==> config.mk <==
export PLATFORM = sky130hd
export DESIGN_NAME = mem_pair_adder
export DESIGN_NICKNAME = d
export VERILOG_FILES = /design/src/rtl/mem_pair_adder_pkg.sv /design/src/rtl/mem_pair_alu.sv /design/src/rtl/mem_pair_adder.sv
export SDC_FILE = /design/constraint.sdc
export NUM_CORES = 1
export LEC_CHECK = 0
export CAP_MARGIN = 20
export CORE_UTILIZATION = 55
export CTS_BUF_LIST = sky130_fd_sc_hd__clkbuf_16
export CTS_CLUSTER_SIZE = 10
export DETAILED_ROUTE_END_ITERATION = 12
export GPL_ROUTABILITY_DRIVEN = 0
export PLACE_DENSITY = 0.9
export REMOVE_ABC_BUFFERS = 1
export SYNTH_ARGS = -nofsm -noshare
export SYNTH_HDL_FRONTEND = slang
export SYNTH_HIERARCHICAL = 1
export SYNTH_SLANG_ARGS = --single-unit
==> constraint.sdc <==
create_clock -name clk -period 5.3 [get_ports clk]
set_input_delay 1.06 -clock clk [delete_from_list [all_inputs] [get_ports clk]]
set_output_delay 1.06 -clock clk [all_outputs]
set_load 0.02 [all_outputs]
==> src/rtl/mem_pair_adder_pkg.sv <==
// Shared types for the memory pair engine: FSM state encoding
// and the add/subtract operation select constants.
package mem_pair_adder_pkg;

  typedef enum logic [2:0] {
    S_IDLE,
    S_RDA,
    S_RDB,
    S_CAPB,
    S_WR,
    S_DONE
  } state_t;

  localparam logic OP_ADD = 1'b0;
  localparam logic OP_SUB = 1'b1;

endpackage

==> src/rtl/mem_pair_alu.sv <==
// Pair ALU: result = a+b or a-b, DATA_W+1 bits (MSB is carry/borrow).
// Ports: op_a, op_b, op_sub in; result out. Purely combinational.
module mem_pair_alu
  import mem_pair_adder_pkg::*;
#(
  parameter int DATA_W = 8
) (
  input  logic [DATA_W-1:0] op_a,
  input  logic [DATA_W-1:0] op_b,
  input  logic              op_sub,
  output logic [DATA_W:0]   result
);

  logic [DATA_W:0] a_x;
  logic [DATA_W:0] b_x;

  assign a_x = {1'b0, op_a};
  assign b_x = {1'b0, op_b};

  // The subtract wraps mod 2^(DATA_W+1) so the MSB reads as borrow.
  always_comb begin
    result = a_x + b_x;
    unique case (op_sub)
      OP_ADD: result = a_x + b_x;
      OP_SUB: result = a_x - b_x;
    endcase
  end

endmodule

==> src/rtl/mem_pair_adder.sv <==
// Memory-to-memory pair engine: reads operand pairs from a source BRAM, adds
// or subtracts them, writes DATA_W+1-bit results to a destination BRAM.
// Ports: clk, reset (async active-low), start/op_sub/src_base/dst_base/len
// job request, busy/done status, src_* and dst_* BRAM ports.
// Optional macro MEM_PAIR_ADDER_STATS_EN adds the carry_cnt output.
module mem_pair_adder
  import mem_pair_adder_pkg::*;
#(
  parameter int DATA_W = 8,
  parameter int ADDR_W = 3
) (
  input  logic              clk,
  input  logic              reset,
  input  logic              start,
  input  logic              op_sub,
  input  logic [ADDR_W-1:0] src_base,
  input  logic [ADDR_W-1:0] dst_base,
  input  logic [ADDR_W-1:0] len,
  output logic              busy,
  output logic              done,
  output logic              src_en,
  output logic [ADDR_W-1:0] src_addr,
  input  logic [DATA_W-1:0] src_rdata,
  output logic              dst_en,
  output logic              dst_we,
  output logic [ADDR_W-1:0] dst_addr,
  output logic [DATA_W:0]   dst_wdata
`ifdef MEM_PAIR_ADDER_STATS_EN
  ,
  output logic [ADDR_W-1:0] carry_cnt
`endif
);

  state_t state;
  state_t state_nx;

  logic              op_sub_q;
  logic [ADDR_W-1:0] sptr;
  logic [ADDR_W-1:0] dptr;
  logic [ADDR_W-1:0] cnt;
  logic [ADDR_W-1:0] len_q;
  logic [DATA_W-1:0] op_a;
  logic [DATA_W-1:0] op_b;
  logic [DATA_W:0]   result;
  logic              accept;
  logic              last;

  assign accept = (state == S_IDLE) && start;
  assign last   = (cnt == len_q - ADDR_W'(1));

  mem_pair_alu #(
    .DATA_W(DATA_W)
  ) u_alu (
    .op_a  (op_a),
    .op_b  (op_b),
    .op_sub(op_sub_q),
    .result(result)
  );

  always_ff @(posedge clk or negedge reset) begin
    if (!reset) state <= S_IDLE;
    else        state <= state_nx;
  end

  always_comb begin
    state_nx  = state;
    busy      = (state != S_IDLE);
    done      = 1'b0;
    src_en    = 1'b0;
    src_addr  = '0;
    dst_en    = 1'b0;
    dst_we    = 1'b0;
    dst_addr  = '0;
    dst_wdata = '0;
    case (state)
      S_IDLE: begin
        if (start)
          state_nx = (len == '0) ? S_DONE : S_RDA;
      end
      S_RDA: begin
        src_en   = 1'b1;
        src_addr = sptr;
        state_nx = S_RDB;
      end
      S_RDB: begin
        src_en   = 1'b1;
        src_addr = sptr + ADDR_W'(1);
        state_nx = S_CAPB;
      end
      S_CAPB: begin
        state_nx = S_WR;
      end
      S_WR: begin
        dst_en    = 1'b1;
        dst_we    = 1'b1;
        dst_addr  = dptr;
        dst_wdata = result;
        state_nx  = last ? S_DONE : S_RDA;
      end
      S_DONE: begin
        done     = 1'b1;
        state_nx = S_IDLE;
      end
      default: state_nx = S_IDLE;
    endcase
  end

  // BRAM data lags the address by one cycle, so operand A is
  // captured in S_RDB and operand B in S_CAPB.
  always_ff @(posedge clk or negedge reset) begin
    if (!reset) begin
      op_sub_q <= 1'b0;
      sptr     <= '0;
      dptr     <= '0;
      cnt      <= '0;
      len_q    <= '0;
      op_a     <= '0;
      op_b     <= '0;
    end else begin
      if (accept) begin
        op_sub_q <= op_sub;
        sptr     <= src_base;
        dptr     <= dst_base;
        len_q    <= len;
        cnt      <= '0;
      end
      if (state == S_RDB)
        op_a <= src_rdata;
      if (state == S_CAPB)
        op_b <= src_rdata;
      if (state == S_WR) begin
        sptr <= sptr + ADDR_W'(2);
        dptr <= dptr + ADDR_W'(1);
        cnt  <= cnt + ADDR_W'(1);
      end
    end
  end

`ifdef MEM_PAIR_ADDER_STATS_EN
  always_ff @(posedge clk or negedge reset) begin
    if (!reset)
      carry_cnt <= '0;
    else if (accept)
      carry_cnt <= '0;
    else if (state == S_WR && result[DATA_W] && carry_cnt != '1)
      carry_cnt <= carry_cnt + ADDR_W'(1);
  end
`endif

endmodule

==> results of run 1 <==
==> per-stage QoR <==
step	power, uW	hold WS (ns)	area [um^2]
floorplan	1550	0.4507	2107
global placement	1830	0.4731	2575
detailed placement	1882	0.4951	2575
CTS	2162	0.5018	2714
global route	2337	0.5400	2714
finish	2148	0.5018	2714
==> per-layer routing <==
layer | GRT usage, % | vias up
li1 | - | 815
met5 | 0 | -
met3 | 5.556 | 8
met1 | 26.83 | 776
met4 | 10.05 | 0
met2 | 37.50 | 35
==> cells in the final DEF (no fill, tap or decap), types with 3 or more instances in the layout <==
cell	n
and2_1	13
nor2b_1	9
mux2_2	20
nand2_1	8
o21ai_0	11
nor2_1	14
clkbuf_16	5
xor2_1	6
a31oi_1	3
a22oi_1	3
clkdlybuf4s50_1	40
ha_1	13
inv_1	11
xnor2_1	12
a21o_1	3
a21oi_1	5
a211oi_1	3
nor3_1	6
dfrtp_1	32
==> registers in the layout, indices dropped and copies added (netlist names) <==
signal and cells:
dptr 3, op_a 8, cnt 3, len_q 3
op_b 8, state 3, op_sub_q 1, sptr 3
==> worst paths after layout <==
| check | cells after the start | end | slack, ns | from |
|---|---|---|---|---|
| worst max-delay path | 10 | dst_wdata[8] | 1.10 | op_b[0] |
| worst min-delay path | 1 | dptr[2] | 0.50 | dptr[2] |
| worst max register to register | 3 | op_a[5] | 3.13 | state[1] |
| worst min register to register | 1 | dptr[2] | 0.50 | dptr[2] |
| max in group asynchronous | 2 | op_a[0] | 3.84 | reset |
| min in group asynchronous | 2 | len_q[2] | 1.18 | reset |
==> cells by family after synthesis <==
family                     synth area share, %
AOI/OAI and AO/OA                        13.48
xor gates and xnor gates                 7.196
adders and majority gates                8.338
buffers and inverters                    5.882
DFF                                      36.55
muxes                                    11.19
and+or+nand+nor                          17.36
==> power breakdown <==
part / leakage (uW) / switching, uW / internal (uW) / total (uW)
registers: 0.000383 / 157 / 367 / 524
clock network: 0.0000710 / 100 / 170 / 270
logic: 0.000712 / 651 / 702 / 1350
total: 0.00117 / 908 / 1240 / 2150
==> final cells by class <==
| cell class | count | share of cell area [%] |
|---|---|---|
| multi-input combinational | 158 | 46.47 |
| sequential | 32 | 29.51 |
| timing repair buffer | 41 | 15.03 |
| clock buffer | 5 | 4.610 |
| tap | 48 | 2.213 |
| inverter | 12 | 1.660 |
| clock inverter | 3 | 0.5071 |
==> synthesized netlist by cell type, types with 3 or more instances <==
master,count
nand2_1,8
dfrtp_1,32
a31oi_1,3
buf_6,3
xnor2_1,12
buf_4,5
a211oi_1,3
nor2b_1,9
ha_1,13
nor3_1,6
mux2_2,20
o21ai_0,11
nor2_1,14
xor2_1,6
a21oi_1,5
and2_1,13
a21o_1,3
a22oi_1,3
inv_1,11
==> worst reg2reg max path, cell delays in order (launching register included) <==
cell and delay [ns]:
dfrtp_1 0.55, nor2b_1 0.39, nor2b_1 0.69, mux2_2 0.42
==> impl_metrics.toml, run 1 <==
[outcome]
status = "complete, no violations"

[drt]
routed-via-count = 1634
drt_pass1_iterations = 4
drt_iter0_drc = 45
met2_length_mm = 2.055
wl_mm = 4.092
route.met3.wl_um = 149
wl_per_cell_um = 13.69
drc_errors = 0
vias_per_cell = 5.465
drt-met1-wl_mm = 1.823
ant_nets = 0
top_layer_used = "met4"

[die]
die_w_um = 65.12
die_y_um = 65.12
die-area_um2 = 4240
ios = 41
design.core.area_um2 = 3744
initial_core_util_pct = 58.52
num_rows = 22

[timing]
tightest_slew_ns = 0.7758
fmax_mhz = 238.3
rsz0062_at_grt = "no"
timing.final.hold_violations = 0
finalSetupViolCount = 0
finalCritPeriodShare_pct = 79.18
skew_ns = 0.002029
finalCriticalPeriod_ns = 4.197
setup_slack_ns = 1.103
drv_slew = 0
maxSlewHeadroom_pct = 48.17
tns_ns = 0

[placed_design]
dpl.cell_count = 291
hpwl_mm = 3.066
dp_slack_ns = 1.386
numPortBuffers = 40

[worst_setup_path]
cp.arrival_ns = 3.14
cpPeakStageDelay_ns = 0.60
path_class = "register to output port"
cp_top_family = "adder cells"
startpoint_type = "register"
slowest_stage = "clkdlybuf4s50_1"
path_max_fanout = 5
crit_buf_inv = 2
path_cells = "inv_1 -> ha_1 -> mux2_2 -> fa_1 -> nor2b_4 -> o2111ai_2 -> a32oi_2 -> xnor2_1 -> and2_1 -> clkdlybuf4s50_1"
critPathCaptureType = "output port"
critPathRequiredTime_ns = 4.24

[yosys]
syn_inst = 213
ys_types = 46
synth_flop_cell = "dfrtp_1"
synth_area_leader_cell = "dfrtp_1"
syn_area_um2 = 2191
synth_top_area_share_pct = 36.55
ys_ff_latch = 32
syn_avg_cell_area_um2 = 10.29
seq_area_frac_synth_pct = 36.55
synth_edf_count = 0
synth-warning-count = 6
synthArstFlopShare_pct = 100.0
synthTopCellsByArea = "dfrtp_1 (37%), mux2_2 (10%), ha_1 (7.4%)"

[clock_tree]
hold_buffers = 0
clk_pin_slew_ns = 0.05
cts_buffers = 5
cts_root_buf = "clkbuf_16"
clock_latency_ns = 0.28
clk_path_buf_depth = 2
clock_sinks = 32
cts_tree = "yes"
post_cts_resized = 0
cts.htree.levels = 2
cts_setup_buffers = 0

[finish]
fin_nets = 285
multiInputGateArea_um2 = 1261
antenna_cells = 0
seq_area_um2 = 800.8
area_growth_pct = 23.87
drive_above_1_share_pct = 15.94
nFillCells = 293
fin_cells = 299
fin_util_pct = 72.49

[hold_path]
hold_path_class = "register to register"

[power]
vdd_drop_max_uv = 504.1
power_per_cell_area_nw_per_um2 = 791.3
leakage_uw = 0.001166

[grt]
grt_pass1_wl_mm = 7.169
grt_max_degree = 33
antenna_found_initial = 0
grt_pass1_vias = 1607
grt_remaining_overflow = 0
track_usage_pct = 22.28

[job]
drv_cap = 0
Power figures use the tool's default switching activity.
==> inputs of run 2 (changes only) <==
--- a/config.mk
+++ b/config.mk
@@ -6,12 +6,12 @@
 export NUM_CORES = 1
 export LEC_CHECK = 0
 export CAP_MARGIN = 20
-export CORE_UTILIZATION = 55
+export CORE_UTILIZATION = 47
 export CTS_BUF_LIST = sky130_fd_sc_hd__clkbuf_16
 export CTS_CLUSTER_SIZE = 10
 export DETAILED_ROUTE_END_ITERATION = 12
 export GPL_ROUTABILITY_DRIVEN = 0
-export PLACE_DENSITY = 0.9
+export PLACE_DENSITY = 0.82
 export REMOVE_ABC_BUFFERS = 1
 export SYNTH_ARGS = -nofsm -noshare
 export SYNTH_HDL_FRONTEND = slang
==> constraint.sdc (replaced) <==
create_clock -name clk -period 3.76 [get_ports clk]
set_input_delay 0.752 -clock clk [delete_from_list [all_inputs] [get_ports clk]]
set_output_delay 0.752 -clock clk [all_outputs]
set_load 0.02 [all_outputs]
==> impl_metrics.toml, run 2 (synthesis gave the netlist of run 1 again) <==
[timing]
rsz0062_at_grt = "no"
finalCritPeriodShare_pct = 96.11
tightest_slew_ns = 0.8203
timing.final.hold_violations = 0
fmax_mhz = 276.7
setup_slack_ns = 0.1464
drv_slew = 0
skew_ns = 0.003424
timing.hold.ws_ns = 0.5116
finalCriticalPeriod_ns = 3.614
maxSlewHeadroom_pct = 45.20
finalSetupViolCount = 0
tns_ns = 0

[die]
die_y_um = 70.28
ios = 41
design.core.area_um2 = 4414
initial_core_util_pct = 49.63
die-area_um2 = 4939
num_rows = 24
die_w_um = 70.28

[clock_tree]
clock_latency_ns = 0.27
clk_path_buf_depth = 2
cts_root_buf = "clkbuf_16"
hold_buffers = 0
clk_pin_slew_ns = 0.05
cts.htree.levels = 2
cts_buffers = 5
cts_tree = "yes"
clock_sinks = 32

[drt]
drt_iter0_drc = 41
drc_errors = 0
routed-via-count = 1646
ant_nets = 0
vias_per_cell = 5.414
wl_per_cell_um = 14.00
drt_pass1_iterations = 4
wl_mm = 4.256

[worst_setup_path]
path_class = "register to output port"
critPathRequiredTime_ns = 3.01
startpoint = "op_b[0]"
startpoint_type = "register"
path_max_fanout = 5
critPathCaptureType = "output port"
cpPeakStageDelay_ns = 0.47
path_cells = "inv_1 -> ha_1 -> mux2_2 -> fa_1 -> nor2b_4 -> o2111ai_2 -> a32oi_2 -> xnor2_1 -> and2_1 -> dlygate4sd2_1"
r2r-start = "state[1]"
slowest_stage = "fa_1"
cp.arrival_ns = 2.86

[placed_design]
dp_slack_ns = 0.1730
hpwl_mm = 3.072
numPortBuffers = 40

[grt]
grt_pass1_vias = 1604
grt_max_degree = 33
grt_remaining_overflow = 0
track_usage_pct = 18.89
antenna_found_initial = 0
grt_pass1_wl_mm = 7.258

[power]
vdd_drop_max_uv = 503.3
leakage_uw = 0.001230
p_total_uw = 3142
power_per_cell_area_nw_per_um2 = 1138

[finish]
top_regs = "op_a: 8 flops, op_b: 8 flops"
final_cell_mix = "clkdlybuf4s50_1 (35), dfrtp_1 (32), mux2_2 (20)"
layout_commonest_cell = "clkdlybuf4s50_1"
drive_above_1_share_pct = 16.67
antenna_cells = 0
area_growth_pct = 26.04
fin_nets = 286
fin_util_pct = 62.56

[hold_path]
hold_path_startpoint = "op_a[7]"
hold_path_class = "register to register"

[outcome]
status = "complete, no violations"

[job]
drv_cap = 0
## run 2: final timing paths
check                                    end  slack [ns]  depth (start not counted)
worst max-delay path            dst_wdata[8]        0.15                         10
worst min register to register       op_a[7]        0.51                          1
worst max register to register       op_a[0]        1.53                          3
max in group asynchronous            op_a[1]        2.59                          2
min in group asynchronous           len_q[2]        0.87                          2
worst min-delay path                 op_a[7]        0.51                          1
## run 2: metal layers
metal | track usage, % | vias up | routed length, um
li1 | - | 811 | -
met1 | 23.40 | 780 | 1953
met2 | 31.64 | 46 | 2083
met3 | 2.597 | 9 | 136
met4 | 10.22 | 0 | 83
met5 | 0 | - | 0
## run 2: stage by stage
step | std cells | instance area [um^2]
finish | 304 | 2761
global route | 304 | 2761
CTS | 304 | 2746
detailed placement | 296 | 2587
global placement | 296 | 2587
floorplan | 202 | 2107
## run 2: repair_timing
item | 4_1_cts | 5_1_grt
pin swaps | 0 | 0
gates resized for setup | 3 | 4
setup endpoints to repair | 3 | 2
buffers inserted | 0 | 0
## run 2: cell type report
| type | count | area, um^2 |
|---|---|---|
| inverter | 12 | 45.04 |
| timing repair buffer | 42 | 416.7 |
| sequential | 32 | 800.8 |
| multi-input combinational | 158 | 1271 |
| fill | 376 | 1653 |
| clock inverter | 3 | 37.54 |
| tap | 52 | 65.06 |
| clock buffer | 5 | 125.1 |
## run 2: critical path: cells and delay by family, from the launching register on
family          cells  cell delay [ns]
mux                 1             0.30
buf+inv             2             0.38
compound gates      2             0.35
simple gates        2             0.28
fa+ha+maj           2             0.75
flops               1             0.40
xor+xnor            1             0.13
## run 2: report_power, final
group / total (uW) / internal (uW) / switching (uW)
logic: 1970 / 1010 / 966
clock network: 446 / 307 / 138
registers: 725 / 517 / 208
==> variant 1 (flow settings as in run 2) <==
`ADDR_W`: 3 -> 2.
--- a/src/rtl/mem_pair_adder.sv
+++ b/src/rtl/mem_pair_adder.sv
@@ -8,5 +8,5 @@
 #(
   parameter int DATA_W = 8,
-  parameter int ADDR_W = 3
+  parameter int ADDR_W = 2
 ) (
   input  logic              clk,
Ports: changed (5 resized); port bits go from 41 to 36. The function was not compared with the original's and may differ.
==> variant 1 against run 2 <==
  * Area after synthesis shrank 12%
  * Count of clock-buffer cells in the layout shrank 2
  * Largest cell class unchanged
  * Wire length shrank 18%
  * Sequential cell count shrank 4
  * Utilization is essentially flat
  * Setup slack gained 0.041 ns
  * Critical path type unchanged
  * Via count shrank 14%
  * Design area shrank 14%
Power is not shown: default switching activity piles up to over one toggle a cycle in this logic, so the estimate is an artifact.
==> variant 1: results (changes against run 2) <==
WP data arrival 2.82 ns (-0.04 ns); critical path fanouts, max 5 (unchanged); ant diodes 0 (unchanged); I/O Buffers 35 (-13%); hold path cells 1 (unchanged); status finished, final reports clean; CTS H-tree lvls 1 (-1); Post-synth ARST share 100% (unchanged); fraction of layout cells with a size suffix above 1 16.4% (-0.23 points); Hold Crit Class reg2reg; global-route wire length before repair 6020 µm (-17%); Synthesis Warnings 6 (unchanged); TritonCTS buffer count 3 (-2); Setup WS post-layout 0.187 ns (+0.0406 ns); sequential area share after synthesis 36.4% (-0.19 points); number of global-route vias before repair 1406 (-12%); FF-to-FF path depth 2 (-1); post-CTS setup buffer count 0 (unchanged); DR WL/cell 13.0 µm (-6.8%); Avg Vias per Cell 5.30 (-2.2%); pre-CTS WS 0.159 ns (-0.0140 ns); final net count 248 (-13%); CTS max path bufs 2 (unchanged); Total Routing Usage GR 18.2% (-0.68 points); top cells by area, synth dfrtp_1, mux2_2, ha_1; Commonest cells post-synth dfrtp_1, mux2_2, nor2_1; clock tree root buffer cell clkbuf_16; Iteration-0 DRC Markers 42 (+2.4%); detailed placement HPWL 2570 µm (-16%); Pre-antenna DRT Iters 4 (unchanged); post-synthesis cell area 1930 µm² (-12%); Skew-Pair Late Insertion Delay 0.26 ns; antenna violations before repair 0 (unchanged); largest net degree at the start of global routing 29 (-12%); post-CTS resize count 2 (-1); CTS clk-pin slew, worst paths about 0.06 ns; Rel. slew slack 52.6% (+7.4 points); number of distinct library cells after synthesis 44 (-4.3%); Top Registers op_a: 8 flops, op_b: 8 flops, state: 3 flops; Setup Skew 0.00147 ns (-0.00196 ns)
-- variant 1: logic make-up (layout without fill, tap and decap cells) --
logic type                 count (synthesis)  after routing  synth area share, %
xor gates and xnor gates                  15             15                 6.82
and+or+nand+nor                           58             58                 17.9
muxes                                     25             25                 15.1
adders and majority gates                 10             10                 6.88
buffers and inverters                     18             51                 5.19
DFF                                       28             28                 36.4
AOI/OAI and AO/OA                         32             32                 11.8
-- variant 1: metal layers --
| metal | track usage (%) | part of all wire (%) |
|---|---|---|
| met1 | 22.2 | 48 |
| met2 | 32.1 | 48 |
| met3 | 2.93 | 3.4 |
| met4 | 6.38 | 1.4 |
| met5 | 0 | 0 |
-- variant 1: area by class of cell --
type / count / area (µm²)
Sequential cell: 28 / 701
Tap cell: 48 / 60.1
Multi-Input combinational cell: 140 / 1130
Fill cell: 323 / 1420
Timing Repair Buffer: 37 / 372
Inverter: 10 / 37.5
Clock inverter: 1 / 3.75
Clock buffer: 3 / 75.1
-- variant 1: stage by stage --
stage	hold WS [ns]	cells	area (µm²)
after floorplan	0.456	178	1860
after global placement	0.485	263	2290
after detailed placement	0.488	263	2290
after CTS	0.514	267	2370
after global routing	0.533	267	2370
final	0.509	267	2370
-- variant 1: final timing paths --
path	from	to	slack [ns]
worst max-delay path	op_b[0]$_DFFE_PN0P_	dst_wdata[8]	0.19
worst min-delay path	op_a[0]$_DFFE_PN0P_	op_a[0]$_DFFE_PN0P_	0.51
worst max register to register	state[2]$_DFFE_PN0P_	len_q[0]$_DFFE_PN0P_	1.98
worst min register to register	op_a[0]$_DFFE_PN0P_	op_a[0]$_DFFE_PN0P_	0.51
max in group asynchronous	reset	op_a[2]$_DFFE_PN0P_	2.63
min in group asynchronous	reset	len_q[0]$_DFFE_PN0P_	0.86
-- variant 1: critical path, stage by stage, from the launching register on --
cell and delay [ns]:
dfrtp_1 0.40, inv_1 0.06, ha_1 0.28, mux2_2 0.29
fa_1 0.47, nor2b_4 0.15, o2111ai_2 0.14, a32oi_2 0.21
xnor2_1 0.13, and2_1 0.13, clkdlybuf4s15_1 0.29
==> variant 2 (settings of run 2) <==
Without the edit above. Add an input register stage for `start`, `op_sub`, `src_base`, `dst_base`, `len` and `src_rdata`, cleared by the reset; this delays them by one clock. Comments in the files are not updated.
--- a/src/rtl/mem_pair_adder.sv
+++ b/src/rtl/mem_pair_adder.sv
@@ -32,4 +32,29 @@
 );
 
+  logic start_q;
+  logic op_sub_r;
+  logic [ADDR_W-1:0] src_base_q;
+  logic [ADDR_W-1:0] dst_base_q;
+  logic [ADDR_W-1:0] len_r;
+  logic [DATA_W-1:0] src_rdata_q;
+
+  always_ff @(posedge clk or negedge reset) begin
+    if (!reset) begin
+      start_q     <= '0;
+      op_sub_r    <= '0;
+      src_base_q  <= '0;
+      dst_base_q  <= '0;
+      len_r       <= '0;
+      src_rdata_q <= '0;
+    end else begin
+      start_q     <= start;
+      op_sub_r    <= op_sub;
+      src_base_q  <= src_base;
+      dst_base_q  <= dst_base;
+      len_r       <= len;
+      src_rdata_q <= src_rdata;
+    end
+  end
+
   state_t state;
   state_t state_nx;
@@ -46,5 +71,5 @@
   logic              last;
 
-  assign accept = (state == S_IDLE) && start;
+  assign accept = (state == S_IDLE) && start_q;
   assign last   = (cnt == len_q - ADDR_W'(1));
 
@@ -75,6 +100,6 @@
     case (state)
       S_IDLE: begin
-        if (start)
-          state_nx = (len == '0) ? S_DONE : S_RDA;
+        if (start_q)
+          state_nx = (len_r == '0) ? S_DONE : S_RDA;
       end
       S_RDA: begin
@@ -119,14 +144,14 @@
     end else begin
       if (accept) begin
-        op_sub_q <= op_sub;
-        sptr     <= src_base;
-        dptr     <= dst_base;
-        len_q    <= len;
+        op_sub_q <= op_sub_r;
+        sptr     <= src_base_q;
+        dptr     <= dst_base_q;
+        len_q    <= len_r;
         cnt      <= '0;
       end
       if (state == S_RDB)
-        op_a <= src_rdata;
+        op_a <= src_rdata_q;
       if (state == S_CAPB)
-        op_b <= src_rdata;
+        op_b <= src_rdata_q;
       if (state == S_WR) begin
         sptr <= sptr + ADDR_W'(2);
Check against the original RTL: not equivalent (a bounded check fails within 4 cycles, from zero or initial values and one cycle with reset low).
==> variant 2 against run 2 <==
  * Setup slack improved by 0.036 ns
  * Wire length increased by 8.3%
  * Design area increased by 20%
  * Clock power decreased by 3%
  * Die area increased by 23%
  * Power increased by 8.3%
  * Area after synthesis increased by 24%
  * Sequential cell count increased by 19
==> variant 2: results (changes against run 2) <==
status finished, final reports clean; Top Registers op_a: 8 flops, op_b: 8 flops, src_rdata_q: 8 flops; top cells by area, synth dfrtp_1, mux2_2, ha_1; met2 WL 2200 µm (+5.4%); antenna violations before repair 0 (unchanged); worst ir drop on vdd 0.392 mV (-22%); fill cell count 445 (+18%); Logic inverters 12 (unchanged); met3 usage 3.88% (+1.3 points); layout clock buffer count 5 (unchanged); FF-to-FF path depth 5 (+2); Signal buf overhead 13.0% (-2.1 points); number of flops mapped to enable cells by yosys 0 (unchanged); Total Routing Usage GR 17.6% (-1.3 points); worst r2r dst cnt[0]$_DFFE_PN0P_; P_leak 0.00148 µW (+20%); Final clock-cell share 4.39% (-1.5 points); Setup Skew 0.00656 ns (+0.00314 ns); via count 1771 (+7.6%); I/O Buffers 40 (unchanged); Skew-Pair Late Insertion Delay 0.29 ns (+0.02 ns); global-route wire length before repair 8190 µm (+13%); fraction of area in multi-input gates 39.9% (-6.2 points); met1 Use GR 22.6% (-0.80 points); Multi-input comb cells 154 (-2.5%); Worst Hold Slack 0.456 ns (-0.0558 ns); CTS max path bufs 2 (unchanged); detailed placement HPWL 3370 µm (+9.9%); DR WL met3 99 µm (-27%); number of distinct library cells after synthesis 50 (+8.7%); Yosys reg bits 51 (+59%); register area 1280 µm² (+59%); clock tree root buffer cell clkbuf_16; Non-clock buffers 45 (+7.1%); final net count 304 (+6.3%); Post-Layout Cell Count 342 (+13%); sequential area share after synthesis 47.2% (+11 points); fraction of layout cells with a size suffix above 1 20.0% (+3.3 points); routed length on met1 2160 µm (+10%); Commonest cells post-synth dfrtp_1, mux2_2, and2_1, ha_1, nor2_1; Total Wirelength 4610 µm (+8.3%); CTS clk-pin slew, worst paths 0.07 ns (+0.02 ns); critical path fanouts, max 5 (unchanged); Post-Synthesis Cells 227 (+6.6%); Iteration-0 DRC Markers 54 (+32%); setup slack, reg-to-reg 1.86 ns (+0.33 ns); WP data arrival 2.83 ns (-0.03 ns); Hold Crit Class in2async; ant diodes 0 (unchanged); dpl cell area 3140 µm² (+21%); Fin. Hold Viols 0 (unchanged); largest net degree at the start of global routing 27 (-18%); Placed Cells 332 (+12%); r2r startpoint state[1]$_DFFE_PN0P_; Worst Setup SP op_b[0]$_DFFE_PN0P_; actual slew at the worst max-slew pin 0.779 ns (-0.0417 ns); Pre-antenna DRT Iters 2 (-2); met2 Use GR 27.8% (-3.9 points); CP endpoint dst_wdata[3]; Max Used Layer met4
variant 2: changes by cell type after synthesis, sizes merged, moves of 2 or more:
| cell | run 2 | this run |
|---|---|---|
| nor2b | 10 | 8 |
| xnor2 | 12 | 10 |
| a22oi | 3 | 1 |
| dfrtp | 32 | 51 |
| nor3 | 8 | 6 |
| nor3b | 0 | 2 |
| and2b | 0 | 2 |
| nand2 | 8 | 6 |
| a21oi | 5 | 8 |
| a31oi | 4 | 2 |
variant 2: through the flow:
stage / setup WS (ns) / power (µW) / TNS [ns] / utilization, %
2_1_floorplan: 0.771 / 2450 / 0 / -
4_1_cts: 0.00131 / 3380 / 0 / 59.2
5_1_grt: -0.00760 / 3720 / -0.0124 / 59.6
6_report: 0.183 / 3400 / 0 / 59.6
3_5_place_dp: 0.121 / 2940 / 0 / 56.6
3_3_place_gp: 0.212 / 2880 / 0 / 56.6
variant 2: cell families (layout without fill, tap and decap cells):
group,count (synthesis),count (layout),share of synthesized area (%)
AOI/OAI and AO/OA,42,42,12.0
xor gates and xnor gates,16,16,5.69
adders and majority gates,14,14,6.75
buffers and inverters,22,65,4.53
DFF,51,51,47.2
muxes,23,23,9.48
and+or+nand+nor,59,59,14.4
variant 2: timing repair:
action / 4_1_cts / 5_1_grt
resized for setup: 3 / 6
setup endpoints to repair: 3 / 5
buffers inserted: 0 / 2
gates cloned: 0 / 0
variant 2: power breakdown:
part	switching [µW]	internal (µW)	leakage, µW
clock	186	245	0.0000658
combinational	990	1050	0.000809
sequential	206	730	0.000606
variant 2: critical path, cell delays in order (launching register included):
cell and delay (ns):
dfrtp_1 0.41, inv_1 0.06, ha_1 0.28, mux2_2 0.29, inv_1 0.06, ha_1 0.21, nor2b_1 0.14, o21ai_0 0.15
nand2b_1 0.09, xor2_1 0.12, and2_1 0.13, clkdlybuf4s50_1 0.59
